**config.mk**
```make
export PLATFORM = sky130hd
export DESIGN_NAME = led_blink_ctrl
export DESIGN_NICKNAME = d
export VERILOG_FILES = /design/src/rtl/led_blink_ctrl.sv
export SDC_FILE = /design/constraint.sdc
export NUM_CORES = 1
export LEC_CHECK = 0
export ABC_AREA = 1
export BUFFER_PORTS_ARGS = -buffer_cell sky130_fd_sc_hd__buf_2
export CAP_MARGIN = 0
export CORE_MARGIN = 5
export CORE_UTILIZATION = 57
export DETAILED_ROUTE_END_ITERATION = 7
export GPL_TIMING_DRIVEN = 1
export MAX_ROUTING_LAYER = met4
export PLACE_DENSITY = 0.8
export SETUP_SLACK_MARGIN = 0.2
export SLEW_MARGIN = 10
export SYNTH_ARGS = -nofsm -noshare
export SYNTH_HDL_FRONTEND = slang
export SYNTH_SLANG_ARGS = --single-unit
```
**constraint.sdc**
```tcl
create_clock -name clk -period 2.2 [get_ports clk]
set_clock_uncertainty 0.2 [all_clocks]
set_input_delay 0.44 -clock clk [delete_from_list [all_inputs] [get_ports clk]]
set_output_delay 0.44 -clock clk [all_outputs]
set_load 0.005 [all_outputs]
```
**src/rtl/led_blink_ctrl.sv**
```systemverilog
// led_blink_ctrl: memory-mapped LED controller with per-channel blink,
// programmable blink divider, register readback and selectable polarity.
// Optional PWM dimming is compiled in when LED_BLINK_CTRL_PWM_EN is defined.
// Register map (addr[3:2]): 0 DATA, 1 BLINK, 2 DIV, 3 PWM duty (or reads 0).
module led_blink_ctrl #(
  parameter int N_LED      = 32,
  parameter int DIV_W      = 32,
  parameter int DIV_RST    = 24999999,
  parameter bit ACTIVE_LOW = 1'b1
) (
  input  logic             clk,
  input  logic             reset,
  input  logic             we,
  input  logic [3:0]       addr,
  input  logic [3:0]       byteen,
  input  logic [31:0]      wdata,
  output logic [31:0]      rdata,
  output logic [N_LED-1:0] led_out
);

  localparam logic [DIV_W-1:0] DIV_RST_V = DIV_W'(DIV_RST);
  localparam logic [N_LED-1:0] LED_OFF   = {N_LED{ACTIVE_LOW}};

  logic [1:0]       sel;
  logic [31:0]      wmask;
  logic             wr_data, wr_blink, wr_div;
  logic [31:0]      data_ext, blink_ext, div_ext, reg3_rd;

  logic [N_LED-1:0] data_q, data_d;
  logic [N_LED-1:0] blink_q, blink_d;
  logic [DIV_W-1:0] div_q, div_d;
  logic [DIV_W-1:0] cnt_q, cnt_d;
  logic             phase_q, phase_d;
  logic [N_LED-1:0] led_q, led_d;
  logic [N_LED-1:0] lit;
  logic             gate;

  // addr[1:0] is a byte offset inside a word register and is not decoded
  logic unused_addr;
  assign unused_addr = ^addr[1:0];

  assign sel       = addr[3:2];
  assign wr_data   = we && (sel == 2'd0);
  assign wr_blink  = we && (sel == 2'd1);
  // a DIV write with no lanes enabled changes nothing, so it must not restart the timebase
  assign wr_div    = we && (sel == 2'd2) && (byteen != 4'b0000);
  assign data_ext  = 32'(data_q);
  assign blink_ext = 32'(blink_q);
  assign div_ext   = 32'(div_q);

  // expand byte enables into a bit mask
  always_comb begin
    wmask = '0;
    for (int k = 0; k < 4; k++) begin
      wmask[8*k +: 8] = {8{byteen[k]}};
    end
  end

  // lane-merged register updates; bits beyond the register width are dropped
  always_comb begin
    data_d  = data_q;
    blink_d = blink_q;
    div_d   = div_q;
    if (wr_data)  data_d  = N_LED'((data_ext  & ~wmask) | (wdata & wmask));
    if (wr_blink) blink_d = N_LED'((blink_ext & ~wmask) | (wdata & wmask));
    if (wr_div)   div_d   = DIV_W'((div_ext   & ~wmask) | (wdata & wmask));
  end

  // blink timebase; a DIV write restarts it and wins over a coincident wrap
  always_comb begin
    cnt_d   = cnt_q + DIV_W'(1);
    phase_d = phase_q;
    if (wr_div) begin
      cnt_d   = '0;
      phase_d = 1'b0;
    end else if (cnt_q == div_q) begin
      cnt_d   = '0;
      phase_d = ~phase_q;
    end
  end

`ifdef LED_BLINK_CTRL_PWM_EN
  logic [7:0] duty_q, duty_d;
  logic [7:0] pwm_cnt_q;

  assign duty_d  = (we && (sel == 2'd3) && byteen[0]) ? wdata[7:0] : duty_q;
  // full duty bypasses the compare so 8'hFF has no off slot
  assign gate    = (duty_q == 8'hFF) || (pwm_cnt_q < duty_q);
  assign reg3_rd = {24'h0, duty_q};

  // duty register and free-running PWM counter
  always_ff @(posedge clk) begin
    if (reset) begin
      duty_q    <= 8'hFF;
      pwm_cnt_q <= 8'h00;
    end else begin
      duty_q    <= duty_d;
      pwm_cnt_q <= pwm_cnt_q + 8'd1;
    end
  end
`else
  assign gate    = 1'b1;
  assign reg3_rd = 32'h0;
`endif

  // channel is lit when on and either steady or in the blink on-phase
  always_comb begin
    lit   = data_q & (~blink_q | {N_LED{phase_q}}) & {N_LED{gate}};
    led_d = ACTIVE_LOW ? ~lit : lit;
  end

  // register state and pin drive
  always_ff @(posedge clk) begin
    if (reset) begin
      data_q  <= '0;
      blink_q <= '0;
      div_q   <= DIV_RST_V;
      cnt_q   <= '0;
      phase_q <= 1'b0;
      led_q   <= LED_OFF;
    end else begin
      data_q  <= data_d;
      blink_q <= blink_d;
      div_q   <= div_d;
      cnt_q   <= cnt_d;
      phase_q <= phase_d;
      led_q   <= led_d;
    end
  end

  // combinational readback of the addressed register
  always_comb begin
    case (sel)
      2'd0:    rdata = data_ext;
      2'd1:    rdata = blink_ext;
      2'd2:    rdata = div_ext;
      default: rdata = reg3_rd;
    endcase
  end

  assign led_out = led_q;

endmodule

```
==> impl_metrics.csv, run 1 <==
group,metric,value,unit
status,status,"complete, no violations",
route,drc_errors,0,
floorplanning,core-area,12100,um^2
synth,synth.avg_cell_area,7.43,um^2
synth,synth_top_family_by_area,"simple AND/OR/NAND/NOR gates",
cts,clock_path_buffers,2,
place,placed_cell_area,7800,um^2
final_layout,fin_nets,1098,
cts,cts_tree,"built",
route,wl_per_cell,14.9,um
global_routing,antenna_found_initial,0,
route,viasPerCell,5.33,
critical_path,start_kind,"input pin",
synth,ys_seq_elements,161,
place,io_buffers,104,
timing,fmax,506,MHz
synth,synth-edff-count,0,
power,power_density,773,nW/um^2
timing,worst_pin_slew,546,ps
floorplanning,die_height,122,um
synth,synth_flop_cell,"dfxtp_1",
synth,synth-warning-count,0,
cts,cts_hold_buf,0,
route,drt_iter0_markers,728,
floorplanning,die_x,122,um
synth,syn_nets,998,
synth,synth_fa_ha_area_share,0.177,%
power,peakVddDrop,0.580,mV
power,totalPowerFinal,6550,uW
global_routing,grt_max_degree,47,
route,final_antenna_net_count,0,
final_layout,area_growth,19.5,%
timing,finalHoldViolations,0,
critical_path,critPathKind,"in2out",
synth,synthCells,954,
final_layout,final_cell_area,8470,um^2
global_routing,grt_usage,26.0,%
synth,synth_compound_gate_area_share,19.6,%
cts,numClockSinks,161,
floorplanning,initial_core_util,58.5,%
synth,synthesis.area,7090,um^2
global_routing,grt_pass1_wl,29700,um
synth,yosysSeqAreaShare,45.5,%
timing,rsz0062_at_grt,"yes",
synth,yosys.area_share.simple,19.9,%
timing,finalCritPeriodShare,89.9,%
floorplanning,die_area,14800,um^2
route,drt_pass1_iterations,5,
route,wirelength,18400,um
global_routing,grt_overflow,0,
critical_path,crit_arrival,1340,ps
critical_path,cp.required,1560,ps
timing,min_period,1980,ps
place,post-dp-hpwl,13300,um
power,p_leak,0.00339,uW
synth,synthArstFlopShare,0,%
cts,cts-root-buf,"clkbuf_16",
synth,synth_xor_area_share,4.45,%
cts,cts-htree-levels,4,
synth,ys_types,30,
timing,setup_violations,0,
cts,clk_pin_slew_worst_paths,60,ps
final_layout,fillerInstances,1025,
final_layout,antenna_cells,0,
floorplanning,ioPinCount,107,
final_layout,drive_gt1_share,17.1,%
global_routing,grt_pass1_vias,6028,
cts,post_cts_buffers,0,
synth,synthMuxAreaShare,0,%
timing,slew_violations,0,
cts,clkLatencyLatePin,430,ps
timing,slew_headroom,63.5,%
critical_path,cp_max_fo,12,
floorplanning,num_rows,40,
job,maxCapViolations,0,
critical_path,cp-end-kind,"output pin",
worst_hold_path,hold_class,"in2reg",
cts,numCtsBuffers,17,
route,dr_total_vias,6588,
place,place.gp.congestion,0.964,
-- critical path, cell delays in order --
cell and delay (ps):
buf_2 110, inv_1 90, nand2_1 90, buf_4 200
o221ai_1 240, buf_2 160
-- metrics by stage --
| stage | hold slack, ps | worst slack [ps] | cells | util, % | TNS, ps |
|---|---|---|---|---|---|
| 6_report | 59.7 | 223 | 1235 | 69.9 | 0 |
| 3_3_place_gp | 200 | 46.7 | 1203 | 64.4 | 0 |
| 5_1_grt | 62.5 | 164 | 1235 | 69.9 | 0 |
| 3_5_place_dp | 205 | -77.4 | 1203 | 64.4 | -203 |
| 2_1_floorplan | 197 | 455 | 954 | - | 0 |
| 4_1_cts | 49.5 | 207 | 1235 | 69.6 | 0 |
-- metal layers --
metal	wire length [um]	global-route usage, %
met5	0	-
met4	371	9.03
met3	1110	4.85
met2	8480	39.8
met1	8410	34.6
-- kinds of logic after synthesis --
family,Yosys count
AO/OA/AOI/OAI,232
XOR/XNOR,36
buffers and inverters,188
adder cells (fa/ha/maj),1
AND/OR/NAND/NOR,336
flip-flops,161
-- cells in the mapped netlist, types with 2 or more instances --
cell type    n  area, um^2
inv_1      147         552
o211ai_1    44         330
xor2_1      21         184
nand2_4      2        22.5
nand2_2      3        18.8
dfxtp_1    161        3220
a21oi_1     81         405
buf_2        6        30.0
nand3_1     11        55.1
clkbuf_1    24        90.1
buf_6        3        33.8
xnor2_1     15         131
nor3_4       2        32.5
o21ai_0     75         375
nand3b_1     2        15.0
o221ai_1    32         280
nor2_2       7        43.8
nor3_1       9        45.0
nand4_1      3        18.8
and3_1       2        12.5
inv_2        2        7.51
buf_1        6        22.5
nand2_1    217         815
nor2_1      73         274
-- cells in the final DEF (no fill, tap or decap), types with 11 or more instances in the layout --
cell | synthesis | final
o21ai_0 | 75 | 75
clkbuf_16 | 0 | 17
buf_4 | 0 | 11
buf_2 | 6 | 104
xor2_1 | 21 | 21
o221ai_1 | 32 | 28
dfxtp_1 | 161 | 159
xnor2_1 | 15 | 15
nor2_1 | 73 | 72
nand2_1 | 217 | 216
o211ai_1 | 44 | 44
inv_1 | 147 | 146
a21oi_1 | 81 | 81
nand3_1 | 11 | 11
-- power breakdown --
group | switching (uW) | leakage, uW | total [uW] | internal [uW]
clock | 1180 | 0.000295 | 3060 | 1880
combinational | 285 | 0.00179 | 455 | 169
sequential | 44.9 | 0.00131 | 3040 | 2990
total | 1510 | 0.00339 | 6550 | 5040
-- layout make-up --
class | count | area, um^2 | share of cell area, %
inverters | 149 | 559 | 6.60
clock inverters | 12 | 156 | 1.85
multi-input cells | 605 | 3160 | 37.4
well taps | 168 | 210 | 2.48
repair buffers | 120 | 686 | 8.10
clock buffers | 20 | 467 | 5.51
flip-flops and latches | 161 | 3230 | 38.1
-- what timing repair did --
| item | in CTS | in global routing |
|---|---|---|
| endpoints found under the setup margin | 0 | 45 |
| endpoints found under the hold margin | 0 | 0 |
| resized for setup | 0 | 10 |
-- final timing paths --
path | from | cells past startpoint | slack [ps] | end
setup / recovery | addr[3] | 6 | 220 | rdata[12]
hold / removal | wdata[2] | 3 | 60 | flop
setup reg to reg | cnt_q[1] | 8 | 360 | cnt_q[22]
hold reg to reg | flop | 1 | 220 | led_out[10]
Power figures use the tool's default switching activity.
==> run 2, diff against run 1 <==
--- a/config.mk
+++ b/config.mk
@@ -8,12 +8,14 @@
 export ABC_AREA = 1
 export BUFFER_PORTS_ARGS = -buffer_cell sky130_fd_sc_hd__buf_2
 export CAP_MARGIN = 0
+export CELL_PAD_IN_SITES_DETAIL_PLACEMENT = 0
+export CELL_PAD_IN_SITES_GLOBAL_PLACEMENT = 1
 export CORE_MARGIN = 5
-export CORE_UTILIZATION = 57
+export CORE_UTILIZATION = 41
 export DETAILED_ROUTE_END_ITERATION = 7
 export GPL_TIMING_DRIVEN = 1
 export MAX_ROUTING_LAYER = met4
-export PLACE_DENSITY = 0.8
+export PLACE_DENSITY_LB_ADDON = 0.1
 export SETUP_SLACK_MARGIN = 0.2
 export SLEW_MARGIN = 10
 export SYNTH_ARGS = -nofsm -noshare
==> run 2 against run 1 <==
  * Clock power shrank 3%
  * Setup slack lost 13 ps
  * Design area increased by 1.5%
  * Hold slack worse by 1.9 ps
  * Via count is 2.8% lower
  * Utilization fell by 20 points
  * Flip-flop and latch count stayed put
  * Total power fell by 0.76%
  * Combinational power is 5.5% higher
  * Die area grew 36%
  * Global-route usage down 5.1 points
  * Cell count is 4.9% higher
==> impl_metrics.csv, run 2 (synthesis results as in run 1) <==
group,metric,value,unit
timing,min_period,1990,ps
route,wl_per_cell,15.6,um
power,seq_power_share,46.8,%
critical_path,rr_endpoint,"cnt_q[22]",
power,p_leak,0.00341,uW
critical_path,startpoint,"addr[2]",
critical_path,worstReg2RegStart,"cnt_q[0]",
cts,cts_tree,"built",
global_routing,grtUsageMet3,3.37,%
final_layout,final_cell_area,8600,um^2
timing,setup_violations,0,
final_layout,antenna_cells,0,
power,peakVddDrop,0.529,mV
timing,setup_slack,210,ps
critical_path,start_kind,"input pin",
global_routing,grt_pass1_wl,32400,um
critical_path,endpoint,"rdata[19]",
floorplanning,die_height,141,um
final_layout,drive_gt1_share,17.7,%
floorplanning,initial_core_util,41.4,%
final_layout,fin_nets,1101,
global_routing,antenna_found_initial,0,
power,power_density,756,nW/um^2
global_routing,use_met1,29.5,%
job,maxCapViolations,0,
place,placed_cells_incl_taps,1260,
final_layout,finalNonFillerCells,1295,
power,p_int,4900,uW
floorplanning,die_x,141,um
place,io_buffers,104,
cts,cts-root-buf,"clkbuf_16",
critical_path,cp.required,1560,ps
cts,numCtsBuffers,17,
floorplanning,core-area,17100,um^2
final_layout,mostFrequentLayoutCells,"nand2_1 (216), dfxtp_1 (159), inv_1 (144), buf_2 (104), a21oi_1 (81)",
power,swShare,24.6,%
final_layout,area_growth,21.3,%
cts,numClockSinks,161,
timing,fmax,502,MHz
timing,finalCritPeriodShare,90.5,%
global_routing,grt_overflow,0,
route,wirelength,20200,um
critical_path,r2r.worst_path.cells,8,
critical_path,critPathKind,"in2out",
critical_path,cp_max_fo,16,
global_routing,grt_usage,20.9,%
route,dr_total_vias,6402,
cts,clk_pin_slew_worst_paths,60,ps
global_routing,busiest_layer,"met2",
floorplanning,ioPinCount,107,
place,post-dp-hpwl,15000,um
global_routing,grt_pass1_vias,6089,
cts,clock_path_buffers,2,
timing,slew_violations,0,
worst_hold_path,hold_class,"in2reg",
timing,finalHoldViolations,0,
power,power_switching,1600,uW
status,status,"complete, no violations",
power,clkPwrFrac,45.8,%
cts,clkLatencyLatePin,420,ps
critical_path,rrSetupSlack,370,ps
power,p_comb_share,7.4,%
place,placed_cell_area,7900,um^2
route,drc_errors,0,
critical_path,cp-end-kind,"output pin",
timing,worst_pin_slew,537,ps
route,final_antenna_net_count,0,
floorplanning,die_area,20000,um^2
final_layout,fin_util,50.2,%
global_routing,grt_max_degree,46,
global_routing,grt.met2_usage,31.3,%
floorplanning,num_rows,48,
cts,cts-htree-levels,4,
route,viasPerCell,4.94,
final_layout,layout_commonest_cell,"nand2_1",
critical_path,crit_arrival,1350,ps
route,drt_iter0_markers,400,
place,place.gp.congestion,0.877,
route,drt_pass1_iterations,5,
power,totalPowerFinal,6500,uW
timing,slew_headroom,64.1,%
timing,rsz0062_at_grt,"yes",
place,dp_slack,-29.4,ps
==> run 2: changes by cell type in the layout (fill, tap and decap cells not counted), sizes merged <==
| cell | change |
|---|---|
| bufinv | -1 |
| clkinv | -2 |
| clkinvlp | -1 |
| buf | +2 |
| inv | +5 |
==> run 2: what timing repair did <==
item	CTS	global route
gates resized for setup	4	14
hold buffers	0	0
cloned	0	1
endpoints found under the hold margin	0	0
setup endpoints to repair	19	26
setup buffers	0	2
==> run 2: power by group through the flow <==
stage / sequential (uW) / clock [uW] / combinational, uW
final: 3040 / 2980 / 480
after global routing: 3040 / 3190 / 539
after CTS: 3040 / 3050 / 464
after detailed placement: 3100 / 0 / 459
after global placement: 3100 / 0 / 457
after floorplan: 3090 / 0 / 261
==> run 2: per-layer routing <==
metal,wire [um],vias to the layer above
li1,-,3299
met5,0,-
met4,266,0
met3,826,19
met1,10300,2952
met2,8780,132
==> run 2: worst min path at each step <==
stage,startpoint,to,slack [ps],depth (start not counted)
floorplan,flop,led_out[0],200,1
global placement,flop,led_out[6],200,1
detailed placement,flop,led_out[15],210,1
CTS,wdata[18],flop,40,3
global route,wdata[18],flop,50,3
finish,wdata[2],flop,60,3
==> run 2: area by class of cell <==
class	instances	area (um^2)
Timing Repair Buffer	123	758
Clock buffer	19	443
Fill cell	1748	8520
Inverter	149	559
Multi-Input combinational cell	605	3180
Clock inverter	13	149
Tap cell	225	282
Sequential cell	161	3230
==> run 2: worst max-delay path: stages <==
cell,delay (ps)
buf_2,150
nor2_2,120
inv_2,100
buf_6,180
o221ai_1,200
buf_2,160
==> run 2: through the flow <==
step                hold WS [ps]  setup TNS, ps
detailed placement           205           -184
finish                      57.8              0
global route                52.1              0
global placement             201           -784
floorplan                    197              0
CTS                         40.9              0
